[src/rtl/fifo_pkg.sv]
// Shared state encodings for the FIFO word packer; the bench imports these for state checks.
package fifo_pkg;
  typedef enum logic [1:0] {
    S_FILL  = 2'd0,
    S_DRAIN = 2'd1,
    S_EMIT  = 2'd2
  } state_t;
endpackage

[src/rtl/fifo_word_packer.sv]
// Read-side FIFO consumer: pops IN_WIDTH entries, packs RATIO of them per output word,
// and emits a keep-marked partial word when flushed.
module fifo_word_packer
  import fifo_pkg::*;
#(
  parameter int IN_WIDTH = 8,
  parameter int RATIO    = 4
) (
  input  logic                      rd_clk,
  input  logic                      rst_n,
  input  logic                      fifo_empty,
  input  logic [IN_WIDTH-1:0]       fifo_data_out,
  output logic                      fifo_rd_en,
  input  logic                      flush,
  output logic                      m_valid,
  input  logic                      m_ready,
  output logic [IN_WIDTH*RATIO-1:0] m_data,
  output logic [RATIO-1:0]          m_keep,
  output logic                      busy
);

  localparam int OUT_WIDTH = IN_WIDTH * RATIO;
  localparam int CW        = $clog2(RATIO + 1);
  localparam logic [CW-1:0] FULL = CW'(RATIO);

  function automatic logic [RATIO-1:0] keep_mask(input logic [CW-1:0] n);
    logic [RATIO-1:0] k;
    k = '0;
    for (int i = 0; i < RATIO; i++)
      if (i < int'(n)) k[i] = 1'b1;
    return k;
  endfunction

  function automatic logic [OUT_WIDTH-1:0] lane_mask(input logic [RATIO-1:0] k);
    logic [OUT_WIDTH-1:0] m;
    m = '0;
    for (int i = 0; i < RATIO; i++)
      m[i*IN_WIDTH +: IN_WIDTH] = {IN_WIDTH{k[i]}};
    return m;
  endfunction

  state_t               state;
  logic [CW-1:0]        cnt;
  logic                 rd_pend;
  logic [OUT_WIDTH-1:0] asm_word;

  logic          word_ready;
  logic          xfer;
  logic [CW-1:0] cnt_eff;
  logic [CW:0]   fill_lvl;
  logic          flush_go;
  logic          flush_pend;
  logic          pop;

  assign word_ready = (cnt == FULL) || (state == S_EMIT);
  assign xfer       = word_ready && (!m_valid || m_ready);
  assign cnt_eff    = xfer ? '0 : cnt;
  assign fill_lvl   = {1'b0, cnt_eff} + {{CW{1'b0}}, rd_pend};
  assign flush_go   = (state == S_FILL) && flush && ((cnt != '0) || rd_pend);
  assign flush_pend = (state != S_FILL);

  // Gated by rst_n so no pop is requested while the packer is held in reset.
  assign fifo_rd_en = rst_n && !fifo_empty && (state == S_FILL) && !flush_go &&
                      (fill_lvl < (CW+1)'(RATIO));
  assign pop        = fifo_rd_en && !fifo_empty;
  assign busy       = (cnt != '0) || rd_pend || flush_pend || m_valid;

  always_ff @(posedge rd_clk or negedge rst_n) begin
    if (!rst_n) begin
      state    <= S_FILL;
      cnt      <= '0;
      rd_pend  <= 1'b0;
      asm_word <= '0;
      m_valid  <= 1'b0;
      m_data   <= '0;
      m_keep   <= '0;
    end else begin
      rd_pend <= pop;
      cnt     <= cnt_eff + CW'(rd_pend);

      // Capture stage: the byte popped last cycle lands in lane cnt.
      for (int i = 0; i < RATIO; i++)
        if (rd_pend && (cnt == CW'(i)))
          asm_word[i*IN_WIDTH +: IN_WIDTH] <= fifo_data_out;

      // Output stage: stale lanes above cnt are zeroed on the way out.
      if (xfer) begin
        m_data  <= asm_word & lane_mask(keep_mask(cnt));
        m_keep  <= keep_mask(cnt);
        m_valid <= 1'b1;
      end else if (m_ready) begin
        m_valid <= 1'b0;
      end

      case (state)
        S_FILL:  if (flush_go) state <= S_DRAIN;
        S_DRAIN: begin
          // A full word caught by the flush leaves through the normal path.
          if (!rd_pend) begin
            if (cnt_eff == '0)  state <= S_FILL;
            else if (cnt != FULL) state <= S_EMIT;
          end
        end
        S_EMIT:  if (xfer) state <= S_FILL;
        default: state <= S_FILL;
      endcase
    end
  end

endmodule

[config.mk]
export PLATFORM = sky130hd
export DESIGN_NAME = fifo_word_packer
export DESIGN_NICKNAME = d
export VERILOG_FILES = /design/src/rtl/fifo_pkg.sv /design/src/rtl/fifo_word_packer.sv
export SDC_FILE = /design/constraint.sdc
export NUM_CORES = 1
export LEC_CHECK = 0
export BUFFER_PORTS_ARGS = -buffer_cell sky130_fd_sc_hd__buf_2
export CORE_MARGIN = 2
export CORE_UTILIZATION = 50
export DETAILED_ROUTE_END_ITERATION = 8
export PLACE_DENSITY_LB_ADDON = 0.12
export SYNTH_ARGS = -nofsm -noshare
export SYNTH_HDL_FRONTEND = slang
export SYNTH_SLANG_ARGS = --single-unit
export TNS_END_PERCENT = 30
[constraint.sdc]
create_clock -name rd_clk -period 3.1 [get_ports rd_clk]
set_input_delay 0.62 -clock rd_clk [delete_from_list [all_inputs] [get_ports rd_clk]]
set_output_delay 0.62 -clock rd_clk [all_outputs]
set_load 0.02 [all_outputs]
== Word level (Yosys, flattened, before mapping) ==
Index checks and enable logic that the tools add are counted.

* Logic and storage cells: 73
* Flip-flop bits (word level): 75
* Input port bits: 13

* Reductions and logical operators: 27
* Add/subtract/negate cells: 2
* Bitwise gates (word level): 1
* $lt $le $gt $ge: 5
* Equality and inequality tests: 11
* Multiplexer cells: 17

{| class="wikitable"
|+ Operator list
! kind !! count
|-
| 32-bit bitwise AND || 1
|-
| 1-bit logical AND || 12
|-
| 1-bit two-way mux || 10
|-
| 2-bit two-way mux || 5
|-
| 3-bit by 2-bit == test with 1-bit output (second input constant) || 2
|-
| 3-bit logical NOT || 2
|-
| 1-bit by 3-bit less-than comparator with 1-bit output (first input constant) || 2
|-
| 2-bit by 3-bit less-than comparator with 1-bit output (first input constant) || 2
|-
| 2-bit inequality test (second input constant) || 3
|-
| 3-bit inequality test (second input constant) || 2
|-
| 2-bit one-hot mux with 3 select lines || 1
|-
| 1-bit logical OR || 5
|-
| 3-bit by 1-bit adder with 4-bit output || 1
|-
| 4-bit by 3-bit less-than comparator with 1-bit output (second input constant) || 1
|-
| 4-bit AND reduction || 1
|-
| 2-bit nonzero test || 2
|-
| 3-bit by 1-bit adder with 3-bit output || 1
|-
| 3-bit by 1-bit == test with 1-bit output (second input constant) || 1
|-
| 3-bit == test (second input constant) || 1
|-
| 1-bit logical NOT || 3
|-
| 3-bit two-way mux || 1
|-
| 3-bit nonzero test || 1
|-
| 2-bit by 1-bit == test with 1-bit output (second input constant) || 1
|-
| 2-bit == test (second input constant) || 1
|-
| 2-bit logical NOT || 1
|}

== Logic depth before layout (Yosys ltp) ==
Gate-level depths: netlist of the first run.

* Depth after elaboration: 8
* Mapped depth: 8
* Gate-level depth less buffers: 7

== Worst setup path after synthesis of the first run ==
Ideal clock, no wire load.

* Path kind: input to output
* Start: in m_ready
* End: out fifo_rd_en
* Arrival: 2.020 ns
* Path buffers: 1
* Stages: 8
* Setup slack: 0.460 ns
* Cell sequence: nand2b_1 > clkbuf_1 > o21ai_2 > and2_1 > ha_1 > nand2_1 > nand2b_1 > a21oi_1

* Longest elaborated chain between the ends: 6

{| class="wikitable"
|+ Ends and longest elaborated chain
! item !! line !! RTL
|-
| from (decl) || fifo_word_packer.sv:16 || <nowiki>input logic m_ready,</nowiki>
|-
| 1-bit logical OR || fifo_word_packer.sv:56 || <nowiki>assign xfer = word_ready && (!m_valid || m_ready);</nowiki>
|-
| 1-bit logical AND || fifo_word_packer.sv:56 ||
|-
| 3-bit two-way mux || fifo_word_packer.sv:57 || <nowiki>assign cnt_eff = xfer ? '0 : cnt;</nowiki>
|-
| 3-bit by 1-bit adder with 4-bit output || fifo_word_packer.sv:58 || <nowiki>assign fill_lvl = {1'b0, cnt_eff} + {{CW{1'b0}}, rd_pend};</nowiki>
|-
| 4-bit by 3-bit less-than comparator with 1-bit output || fifo_word_packer.sv:64 || <nowiki>(fill_lvl < (CW+1)'(RATIO));</nowiki>
|-
| 1-bit logical AND || fifo_word_packer.sv:63 || <nowiki>assign fifo_rd_en = rst_n && !fifo_empty && (state == S_FILL) && !flush_go &&</nowiki>
|-
| to (decl) || fifo_word_packer.sv:13 || <nowiki>output logic fifo_rd_en,</nowiki>
|}

Every way passes these cells.

== Worst setup path in the final report of the first run ==
* Start: reg cnt[0]
* End: out fifo_rd_en

* Longest elaborated chain between the ends: 7
* Elaborated cells on any way between the ends: 12
* Those cells by class: add/sub: 1; order compare: 1; eq/ne: 1; mux: 1; reduce/logical: 8

{| class="wikitable"
|+ Ends and longest elaborated chain
! item !! line !! RTL
|-
| from (decl) || fifo_word_packer.sv:43 || <nowiki>logic [CW-1:0] cnt;</nowiki>
|-
| from (signal assigned) || fifo_word_packer.sv:79 || <nowiki>cnt <= cnt_eff + CW'(rd_pend);</nowiki>
|-
| 3-bit == test || fifo_word_packer.sv:55 || <nowiki>assign word_ready = (cnt == FULL) || (state == S_EMIT);</nowiki>
|-
| 1-bit logical OR || fifo_word_packer.sv:55 ||
|-
| 1-bit logical AND || fifo_word_packer.sv:56 ||
|-
| 3-bit two-way mux || fifo_word_packer.sv:57 ||
|-
| 3-bit by 1-bit adder with 4-bit output || fifo_word_packer.sv:58 ||
|-
| 4-bit by 3-bit less-than comparator with 1-bit output || fifo_word_packer.sv:64 ||
|-
| 1-bit logical AND (*) || fifo_word_packer.sv:63 ||
|}

Mark *: on every way between the ends. The rest lies on a longest branch, timed or not.

==> results by group, run 1 <==
Outcome
  – Outcome: finished, final reports clean

Yosys
  – Syn_area_per_cell: 13.4 µm²
  – Ys Warns: 0
  – Sequential share of the synthesized area: 60.7%
  – Largest family of logic cells by synthesized area: multiplexers
  – Yosys cell types: 33
  – Syn Inst Count: 230
  – XOR/XNOR Fraction of Synth Area: 0.567%
  – Syn nets: 244
  – Yosys reg bits: 75
  – Post-synthesis simple-gate area fraction: 10.6%
  – Post-Synth Adder-Cell Area: 0.405%
  – Post-synthesis mux area share: 12.4%
  – Post-synthesis compound-gate area fraction: 11.9%
  – Mapped Area: 0.00309 mm²

STA
  – Measured slew at the worst slew-check pin: 0.919 ns
  – Worst hold margin: 0.484 ns
  – F_max: 0.359 GHz
  – RSZ-0062 raised after global routing: false
  – Setup TNS: 0 ns
  – Period utilization: 89.9%
  – Fin. max-slew vios: 0
  – Relative slew margins: 38.8%
  – Post-layout min period: 2.79 ns
  – Setup Skew: 0.00740 ns
  – Endpoints failing setup: 0
  – Final hold vios: 0

Global routing
  – Largest net degree at the start of global routing: 76
  – Total Routing Usage GR: 20.8%
  – Initial antenna violation count: 0
  – First-pass GRT wire length: 10,400 µm
  – Total gr overflow: 0
  – Vias in the first global route: 1,977

Floorplanning
  – DIE WIDTH: 82.6 µm
  – Placeable Area: 0.00596 mm²
  – DIE AREA: 0.00683 mm²
  – # IOs: 52
  – Die height: 82.6 µm
  – Initial core utilization: 51.9%
  – FP Rows: 28

Routing
  – DRT Pass-1 Iters: 4
  – Vias per cell: 5.57
  – Total routed wirelength: 6330 µm
  – Initial drt markers: 95
  – Post-DRT Antenna Nets: 0
  – # DRC: 0
  – Vias: 2,009
  – WL/cell: 17.5 µm

Place
  – RePlAce Congestion: 0.800
  – Placed cell count: 345
  – Input/output buffers: 51
  – DPL Wire Length: 4090 µm

Clock network
  – Clock slew at reported path FFs: 0.08 ns
  – Clk Latency, worst-skew pair: 0.33 ns
  – CTS tree: done
  – Cts bufs inserted: 9
  – Sink Count: 75
  – Root Buffer Master: clkbuf_8
  – H-Tree Level Count: 3
  – Post-CTS Setup Bufs: 0
  – Clock buffer depth: 2

Cells and area
  – Layout Nets: 295
  – FF+latch area: 0.00188 mm²
  – Area of the multi-input gates: 0.00112 mm²
  – Layout fillers: 508
  – Area grow syn2layout: 16.6%
  – Layout cells sized above 1: 40.2%
  – Antenna cell count: 0
  – Final std cells w/o fill: 361
  – Final Util: 60.5%

Pwr
  – Maximum vdd ir drop: 0.513 mV
  – Power Density: 1090 mW/mm²
  – Leakage: 0.00167 µW

Critical path
  – Worst Setup End Kind: output port
  – WS Path Type: reg -> out
  – Worst path required time: 2.48 ns
  – Critical path peak fanout: 10
  – Reg2Reg Depth: 4
  – Critical Path AT: 2.17 ns
  – CP Launch Type: register

Run
  – Max-cap violations: 0

Hold path
  – Worst hold stages: 1
  – Min-Delay Path Class: reg -> reg
[layout by cell type (no fill, tap or decap), drive strengths merged, types with 2 or more instances in the layout]
master / instances
a211oi: 2
mux2: 34
clkbuf: 11
o32a: 2
nand3: 32
nor2b: 2
nand2b: 3
o21ai: 3
nor4bb: 2
o2bb2ai: 32
nand2: 2
nor2: 4
buf: 59
a21oi: 2
nand4b: 2
clkinv: 3
dfrtp: 75
[logic make-up (layout without fill, tap and decap cells)]
kind of cell,count (synthesis),count (layout)
flip-flops,75,75
AND/OR/NAND/NOR,54,54
AO/OA/AOI/OAI,44,44
multiplexers,34,34
buffers and inverters,20,76
XOR/XNOR,2,2
adder cells (fa/ha/maj),1,1
[critical path: stages (launching register included)]
cell and delay (ns):
dfrtp_1 0.50, nor3b_2 0.40, o21ai_2 0.08, and2_1 0.16, ha_1 0.20, nand2_1 0.10
nand2b_1 0.08, a21oi_1 0.14, buf_2 0.17
[per-layer routing]
layer / vias to the layer above / routed length [µm] / GRT usage [%]
met5: - / 0 / 0
met4: 0 / 91 / 6.89
met3: 7 / 331 / 5.87
met2: 43 / 2820 / 29.9
met1: 997 / 3090 / 30.4
li1: 962 / - / -
[Yosys cell counts]
| master | n | area (µm²) |
|---|---|---|
| o32a_1 | 2 | 20.0 |
| nand4b_1 | 2 | 17.5 |
| dfrtp_1 | 75 | 1880 |
| xor2_1 | 1 | 8.76 |
| xnor2_1 | 1 | 8.76 |
| o21ai_0 | 2 | 10.0 |
| nand2_1 | 2 | 7.51 |
| clkbuf_1 | 7 | 26.3 |
| o21a_1 | 1 | 7.51 |
| or4b_4 | 1 | 13.8 |
| inv_1 | 1 | 3.75 |
| buf_4 | 1 | 7.51 |
| nor2b_1 | 2 | 12.5 |
| nand2b_1 | 3 | 18.8 |
| nand3_1 | 32 | 160 |
| buf_6 | 2 | 22.5 |
| or3_4 | 1 | 11.3 |
| or4_1 | 1 | 7.51 |
| o21ai_2 | 1 | 8.76 |
| a21o_1 | 1 | 7.51 |
| o41ai_1 | 1 | 8.76 |
| or2_2 | 1 | 6.26 |
| buf_2 | 9 | 45.0 |
| nor2_1 | 4 | 15.0 |
| nor4bb_1 | 2 | 20.0 |
| o2bb2ai_1 | 32 | 280 |
| nor3b_1 | 1 | 7.51 |
| mux2_2 | 34 | 383 |
| ha_1 | 1 | 12.5 |
| a211oi_1 | 2 | 15.0 |
| and2_1 | 1 | 6.26 |
| a21oi_1 | 2 | 10.0 |
| nor4b_4 | 1 | 23.8 |
[state kept, by name, summed over array words and instances (netlist names)]
name      flops
m_keep        4
rd_pend       1
m_valid       1
m_data       32
asm_word     32
cnt           3
state         2
[final timing paths]
| path | startpoint | slack (ns) | end |
|---|---|---|---|
| worst min register to register | m_data[2]$_DFFE_PN0P_ | 0.48 | m_data[2]$_DFFE_PN0P_ |
| worst max-delay path | cnt[0]$_DFF_PN0_ | 0.31 | fifo_rd_en |
| min in group asynchronous | rst_n | 0.52 | asm_word[25]$_DFFE_PN0P_ |
| worst min-delay path | m_data[2]$_DFFE_PN0P_ | 0.48 | m_data[2]$_DFFE_PN0P_ |
| max in group asynchronous | rst_n | 1.99 | m_data[20]$_DFFE_PN0P_ |
| worst max register to register | cnt[0]$_DFF_PN0_ | 1.27 | m_data[19]$_DFFE_PN0P_ |
[power by group]
part           switching [µW]  internal (µW)  leakage, µW
registers                 243           1420     0.000969
logic                     876            653     0.000604
clock network             345            390    0.0000991
total                    1460           2460      0.00167
[per-stage QoR]
stage,cell area [µm²],setup slack [ns],power (µW)
6_report,3600,0.314,3920
5_1_grt,3600,0.146,4200
3_3_place_gp,3400,0.527,3180
3_5_place_dp,3400,0.499,3220
4_1_cts,3600,0.126,3970
2_1_floorplan,3090,0.460,2780
[repair_timing]
item | 4_1_cts | 5_1_grt
hold buffers | 0 | 0
resized for setup | 0 | 1
setup endpoints to repair | 0 | 1
[area by class of cell]
class	instances	share of cell area, %
clock buffer	11	3.92
clock inverter	5	1.46
inverter	1	0.104
multi-input combinational	135	31.0
sequential	75	52.1
tap	75	2.61
timing repair buffer	59	8.82
(Power assumes the default switching activity.)
==> run 2, diff against run 1 <==
GPL_TIMING_DRIVEN = 0   (was not set)
==> run 2 against run 1 <==
  * Combinational power increased by 6%
  * Sequential cell count unchanged
  * Cell area rose by 2.8%
  * Global-route usage up 0.99 points
  * Sequential power is essentially flat
  * Critical path type unchanged
  * Critical endpoint unchanged
  * Largest power group unchanged
  * Highest routed layer unchanged
==> results by group, run 2 (synthesized netlist as in run 1, its figures left out) <==
Outcome
  – Outcome: finished, final reports clean

Floorplanning
  – FP Rows: 28 (unchanged)
  – Die height: 82.6 µm (unchanged)
  – # IOs: 52 (unchanged)
  – DIE WIDTH: 82.6 µm (unchanged)
  – Initial core utilization: 51.9% (unchanged)
  – DIE AREA: 0.00683 mm² (unchanged)
  – Placeable Area: 0.00596 mm² (unchanged)

Global routing
  – Met2 usage: 31.0% (+1.1 points)
  – Initial antenna violation count: 0 (unchanged)
  – Largest net degree at the start of global routing: 64 (-16%)
  – GRT Max-Usage Layer: met1
  – First-pass GRT wire length: 10,600 µm (+2.3%)
  – Grt met1 use: 31.7% (+1.3 points)
  – Total gr overflow: 0 (unchanged)
  – Total Routing Usage GR: 21.8% (+0.99 points)
  – Met3 Usage GRT: 5.33% (-0.54 points)
  – Vias in the first global route: 2,017 (+2.0%)

Clock network
  – Clock slew at reported path FFs: 0.08 ns (about the same)
  – H-Tree Level Count: 3 (unchanged)
  – Post-CTS Setup Bufs: 0 (unchanged)
  – Clk Latency, worst-skew pair: 0.34 ns (about the same)
  – Cts bufs inserted: 9 (unchanged)
  – Cts hold-fix bufs: 0 (unchanged)
  – Sink Count: 75 (unchanged)
  – CTS tree: done
  – Clock buffer depth: 2 (unchanged)
  – Root Buffer Master: clkbuf_8

Pwr
  – Total Power Consumption: 4120 µW (+4.9%)
  – Maximum vdd ir drop: 0.494 mV (-3.8%)
  – Leakage: 0.00172 µW (+2.6%)
  – Power Density: 1110 mW/mm² (+2.0%)

STA
  – Relative slew margins: 58.9% (+20 points)
  – Measured slew at the worst slew-check pin: 0.614 ns (-0.305 ns)
  – Setup Skew: 0.0103 ns (+0.00289 ns)
  – Final hold vios: 0 (unchanged)
  – Post-layout min period: 2.84 ns (+0.0579 ns)
  – Endpoints failing setup: 0 (unchanged)
  – F_max: 0.352 GHz (-2.0%)
  – Fin. max-slew vios: 0 (unchanged)
  – Worst setup margin: 0.256 ns (-0.0579 ns)
  – RSZ-0062 raised after global routing: false
  – Period utilization: 91.7% (+1.9 points)
  – Setup TNS: 0 ns (unchanged)

Place
  – RePlAce Congestion: 0.790 (-1.2%)
  – Post-place setup slack: 0.134 ns (-0.365 ns)
  – DPL Wire Length: 4410 µm (+7.9%)
  – Placed cell count: 357 (+3.5%)
  – Input/output buffers: 51 (unchanged)

Cells and area
  – Layout Nets: 306 (+3.7%)
  – Highest-count cells in the layout ignoring fill and taps: dfrtp_1 (75), buf_2 (59), mux2_2 (34)
  – Layout cells sized above 1: 40.1% (-0.14 points)
  – Commonest non-fill, non-tap cell in the layout: dfrtp_1
  – Area grow syn2layout: 19.9%
  – Antenna cell count: 0 (unchanged)
  – Final std cells w/o fill: 372 (+3.0%)
  – FF+latch area: 0.00188 mm² (unchanged)
  – Layout fillers: 495 (-2.6%)
  – Area of the multi-input gates: 0.00112 mm² (+0.34%)
  – Largest registers: asm_word: 32 flops, m_data: 32 flops, m_keep: 4 flops

Routing
  – Post-DRT Antenna Nets: 0 (unchanged)
  – Vias per cell: 5.59 (+0.47%)
  – WL/cell: 18.1 µm (+3.3%)
  – Total routed wirelength: 6740 µm (+6.4%)
  – # DRC: 0 (unchanged)
  – Initial drt markers: 120 (+26%)
  – DRT Pass-1 Iters: 4 (unchanged)
  – Vias: 2,080 (+3.5%)

Critical path
  – Worst Setup End Kind: output port
  – CP Launch Type: register
  – Critical path peak fanout: 10 (unchanged)
  – Critical Path AT: 2.22 ns (+0.05 ns)
  – WS Path Type: reg -> out
  – Worst path required time: 2.48 ns (about the same)

Hold path
  – Min-Delay Path Class: in -> async

Run
  – Max-cap violations: 0 (unchanged)
[run 2: cell type report]
cell class | count | area share [%]
inverter | 1 | 0.101
clock inverter | 4 | 1.96
clock buffer | 12 | 4.19
sequential | 75 | 50.7
tap | 75 | 2.53
buffer | 18 | 2.63
timing repair buffer | 52 | 7.70
multi-input combinational | 135 | 30.2
[run 2: worst paths after layout]
path / end / from / slack (ns) / cells after the start
worst max-delay path: fifo_rd_en / cnt[2]$_DFF_PN0_ / 0.26 / 9
worst min-delay path: m_data[27]$_DFFE_PN0P_ / rst_n / 0.12 / 1
worst max register to register: cnt[2]$_DFF_PN0_ / cnt[2]$_DFF_PN0_ / 1.26 / 8
worst min register to register: m_data[12]$_DFFE_PN0P_ / m_data[12]$_DFFE_PN0P_ / 0.49 / 1
max in group asynchronous: m_data[13]$_DFFE_PN0P_ / rst_n / 2.42 / 2
min in group rd_clk: m_data[12]$_DFFE_PN0P_ / m_data[12]$_DFFE_PN0P_ / 0.49 / 1
[run 2: critical path, stage by stage (launching register included)]
cell and delay, ns:
dfrtp_1 0.35, buf_4 0.18, nor3b_4 0.27, o21ai_2 0.18
and2_1 0.22, ha_1 0.20, nand2_1 0.11, nand2b_1 0.08
a21oi_1 0.13, buf_2 0.17
[run 2: where the power goes]
group | total, µW | internal, µW | switching, µW
registers | 1650 | 1420 | 235
logic | 1620 | 695 | 924
clock network | 844 | 497 | 348
total | 4120 | 2610 | 1510
[run 2: through the flow]
step	utilization [%]	hold WS (ns)	cell area, µm²
after global routing	62.2	0.117	3700
after global placement	57.8	0.468	3440
after CTS	62.2	0.115	3700
after floorplan	-	0.324	3090
after detailed placement	58.3	0.468	3470
final	62.2	0.120	3700
[run 2: routing by layer]
layer / routed length, µm / up-vias
met1: 3320 / 1046
met2: 3030 / 46
met5: 0 / -
met4: 96 / 0
li1: - / 981
met3: 290 / 7
[run 2: repair_timing]
item	in CTS	in global routing
setup endpoints to repair	1	1
hold endpoints to repair	0	0
gates resized for setup	1	1
==> run 3, diff against run 2 <==
CELL_PAD_IN_SITES_DETAIL_PLACEMENT = 0   (was not set)
CELL_PAD_IN_SITES_GLOBAL_PLACEMENT = 2   (was not set)
CORE_UTILIZATION = 41   (was 50)
PLACE_DENSITY = 0.89   (was not set)
PLACE_DENSITY_LB_ADDON = not set   (was 0.12)
==> run 3 against run 2 <==
  * Via count is 1.5% higher
  * Cell count increased by 6.5%
  * First-iteration DRC count fell by 40%
  * Critical endpoint unchanged
  * Highest routed layer unchanged
  * Worst hold slack improved by 0.031 ns
  * Routed wire length is 1.3% higher
  * Cell area rose by 0.24%
  * Maximum frequency decreased by 0.87%
==> results by group, run 3 (synthesized netlist as in run 1, its figures left out) <==
Clock network
  – Clock buffer depth: 2 (unchanged)
  – CTS tree: done
  – Sink Count: 75 (unchanged)
  – Cts bufs inserted: 9 (unchanged)
  – Clock slew at reported path FFs: 0.08 ns (about the same)
  – Clk Latency, worst-skew pair: 0.35 ns (about the same)
  – Cts hold-fix bufs: 0 (unchanged)
  – Root Buffer Master: clkbuf_8
  – H-Tree Level Count: 3 (unchanged)
  – Post-CTS Setup Bufs: 0 (unchanged)

Critical path
  – Worst path required time: 2.48 ns (about the same)
  – FF-to-FF End: cnt[2]$_DFF_PN0_
  – Worst reg2reg startpoint: cnt[2]$_DFF_PN0_
  – CP max-delay cell: dfrtp_1
  – Critical Path AT: 2.25 ns (+0.03 ns)
  – Top Family by Delay on Critical Path: simple AND/OR/NAND/NOR gates
  – Reg2Reg Depth: 8 (unchanged)
  – End of the critical path: fifo_rd_en
  – Crit path largest cell delay: 0.35 ns (about the same)
  – Worst path depth: 9 (unchanged)
  – Worst Setup End Kind: output port
  – CP cell instances: buf_4 -> nor3b_4 -> o21ai_2 -> and2_1 -> ha_1 -> nand2_1 -> nand2b_1 -> a21oi_1 -> buf_2
  – R2r setup slk: 1.23 ns (-0.03 ns)
  – WS Path Type: reg -> out
  – Critical path peak fanout: 10 (unchanged)
  – Crit. Startpoint: cnt[2]$_DFF_PN0_
  – Crit path buf inv count: 2 (unchanged)
  – CP Launch Type: register

STA
  – Final hold vios: 0 (unchanged)
  – Worst hold margin: 0.151 ns (+0.0311 ns)
  – Worst setup margin: 0.231 ns (-0.0250 ns)
  – F_max: 0.349 GHz (-0.87%)
  – Period utilization: 92.5% (+0.81 points)
  – Relative slew margins: 59.3% (+0.38 points)
  – Fin. max-slew vios: 0 (unchanged)
  – Setup Skew: 0.0101 ns (-0.000208 ns)
  – RSZ-0062 raised after global routing: false
  – Endpoints failing setup: 0 (unchanged)
  – Measured slew at the worst slew-check pin: 0.608 ns (-0.00573 ns)
  – Post-layout min period: 2.87 ns (+0.0250 ns)

Global routing
  – Initial antenna violation count: 0 (unchanged)
  – Total Routing Usage GR: 18.1% (-3.7 points)
  – Largest net degree at the start of global routing: 57 (-11%)
  – Total gr overflow: 0 (unchanged)
  – First-pass GRT wire length: 11,500 µm (+8.6%)
  – Vias in the first global route: 2,162 (+7.2%)

Cells and area
  – Layout Nets: 306 (unchanged)
  – Largest registers: asm_word: 32 flops, m_data: 32 flops, m_keep: 4 flops
  – Final std cells w/o fill: 396 (+6.5%)
  – Area grow syn2layout: 20.2%
  – Highest-count cells in the layout ignoring fill and taps: dfrtp_1 (75), buf_2 (59), mux2_2 (34)
  – Final instance area: 0.00371 mm² (+0.24%)
  – Final Util: 50.9% (-11 points)
  – Layout cells sized above 1: 40.4% (+0.34 points)
  – Commonest non-fill, non-tap cell in the layout: dfrtp_1
  – Antenna cell count: 0 (unchanged)

Floorplanning
  – # IOs: 52 (unchanged)
  – Initial core utilization: 42.4% (-9.5 points)
  – Die height: 90.8 µm (+9.9%)
  – DIE WIDTH: 90.8 µm (+9.9%)
  – Placeable Area: 0.00729 mm² (+22%)
  – DIE AREA: 0.00825 mm² (+21%)
  – FP Rows: 31 (+11%)

Place
  – Post-place setup slack: 0.0944 ns (-0.0392 ns)
  – RePlAce Congestion: 0.831 (+5.1%)
  – Placed cell count: 381 (+6.7%)
  – Input/output buffers: 51 (unchanged)
  – DPL Wire Length: 4670 µm (+5.9%)
  – DP Area: 0.00350 mm² (+0.87%)

Run
  – Max-cap violations: 0 (unchanged)

Routing
  – Total routed wirelength: 6820 µm (+1.3%)
  – Vias: 2,112 (+1.5%)
  – Post-DRT Antenna Nets: 0 (unchanged)
  – DRT Pass-1 Iters: 4 (unchanged)
  – Vias per cell: 5.33 (-4.6%)
  – # DRC: 0 (unchanged)
  – WL/cell: 17.2 µm (-4.9%)
  – Initial drt markers: 72 (-40%)

Pwr
  – Leakage: 0.00170 µW (-0.95%)
  – Power Density: 1090 mW/mm² (-2.2%)
  – Maximum vdd ir drop: 0.425 mV (-14%)

Outcome
  – Outcome: finished, final reports clean

Hold path
  – Min-Delay Path Class: in -> async
-- run 3: layout make-up --
| type | instances | area (µm²) |
|---|---|---|
| plain buffers | 18 | 97.6 |
| clock buffers | 11 | 141 |
| clock inverters | 5 | 62.6 |
| fillers | 689 | 3580 |
| inverters | 1 | 3.75 |
| multi-input cells | 135 | 1120 |
| flip-flops and latches | 75 | 1880 |
| well taps | 99 | 124 |
| repair buffers | 52 | 285 |
-- run 3: routing by layer --
layer  GRT usage (%)  share of wire, %
met2            25.0                45
met5               0                 0
met3            5.26               4.1
met1            26.9                49
met4            6.57               1.9
-- run 3: worst min path at each step --
stage | start | to | cells after the start
floorplan | rst_n | asm_word[0]$_DFFE_PN0P_ | 0
global placement | m_data[15]$_DFFE_PN0P_ | m_data[15]$_DFFE_PN0P_ | 1
detailed placement | m_data[10]$_DFFE_PN0P_ | m_data[10]$_DFFE_PN0P_ | 1
CTS | rst_n | m_data[24]$_DFFE_PN0P_ | 1
global route | rst_n | m_keep[0]$_DFFE_PN0P_ | 1
finish | rst_n | m_data[24]$_DFFE_PN0P_ | 1
-- run 3: through the flow --
stage                     power [µW]  TNS (ns)
after CTS                       4070         0
after global routing            4310         0
after detailed placement        3300         0
after global placement          3260    -0.121
after floorplan                 2780         0
final                           4030         0
-- run 3: timing repair --
item,4_1_cts,5_1_grt
hold endpoints to repair,0,0
setup endpoints to repair,1,1
gates resized for setup,1,2
-- run 3: power by group --
group | total [µW] | switching (µW) | internal, µW
clock | 762 | 365 | 397
combinational | 1620 | 925 | 695
sequential | 1650 | 235 | 1420
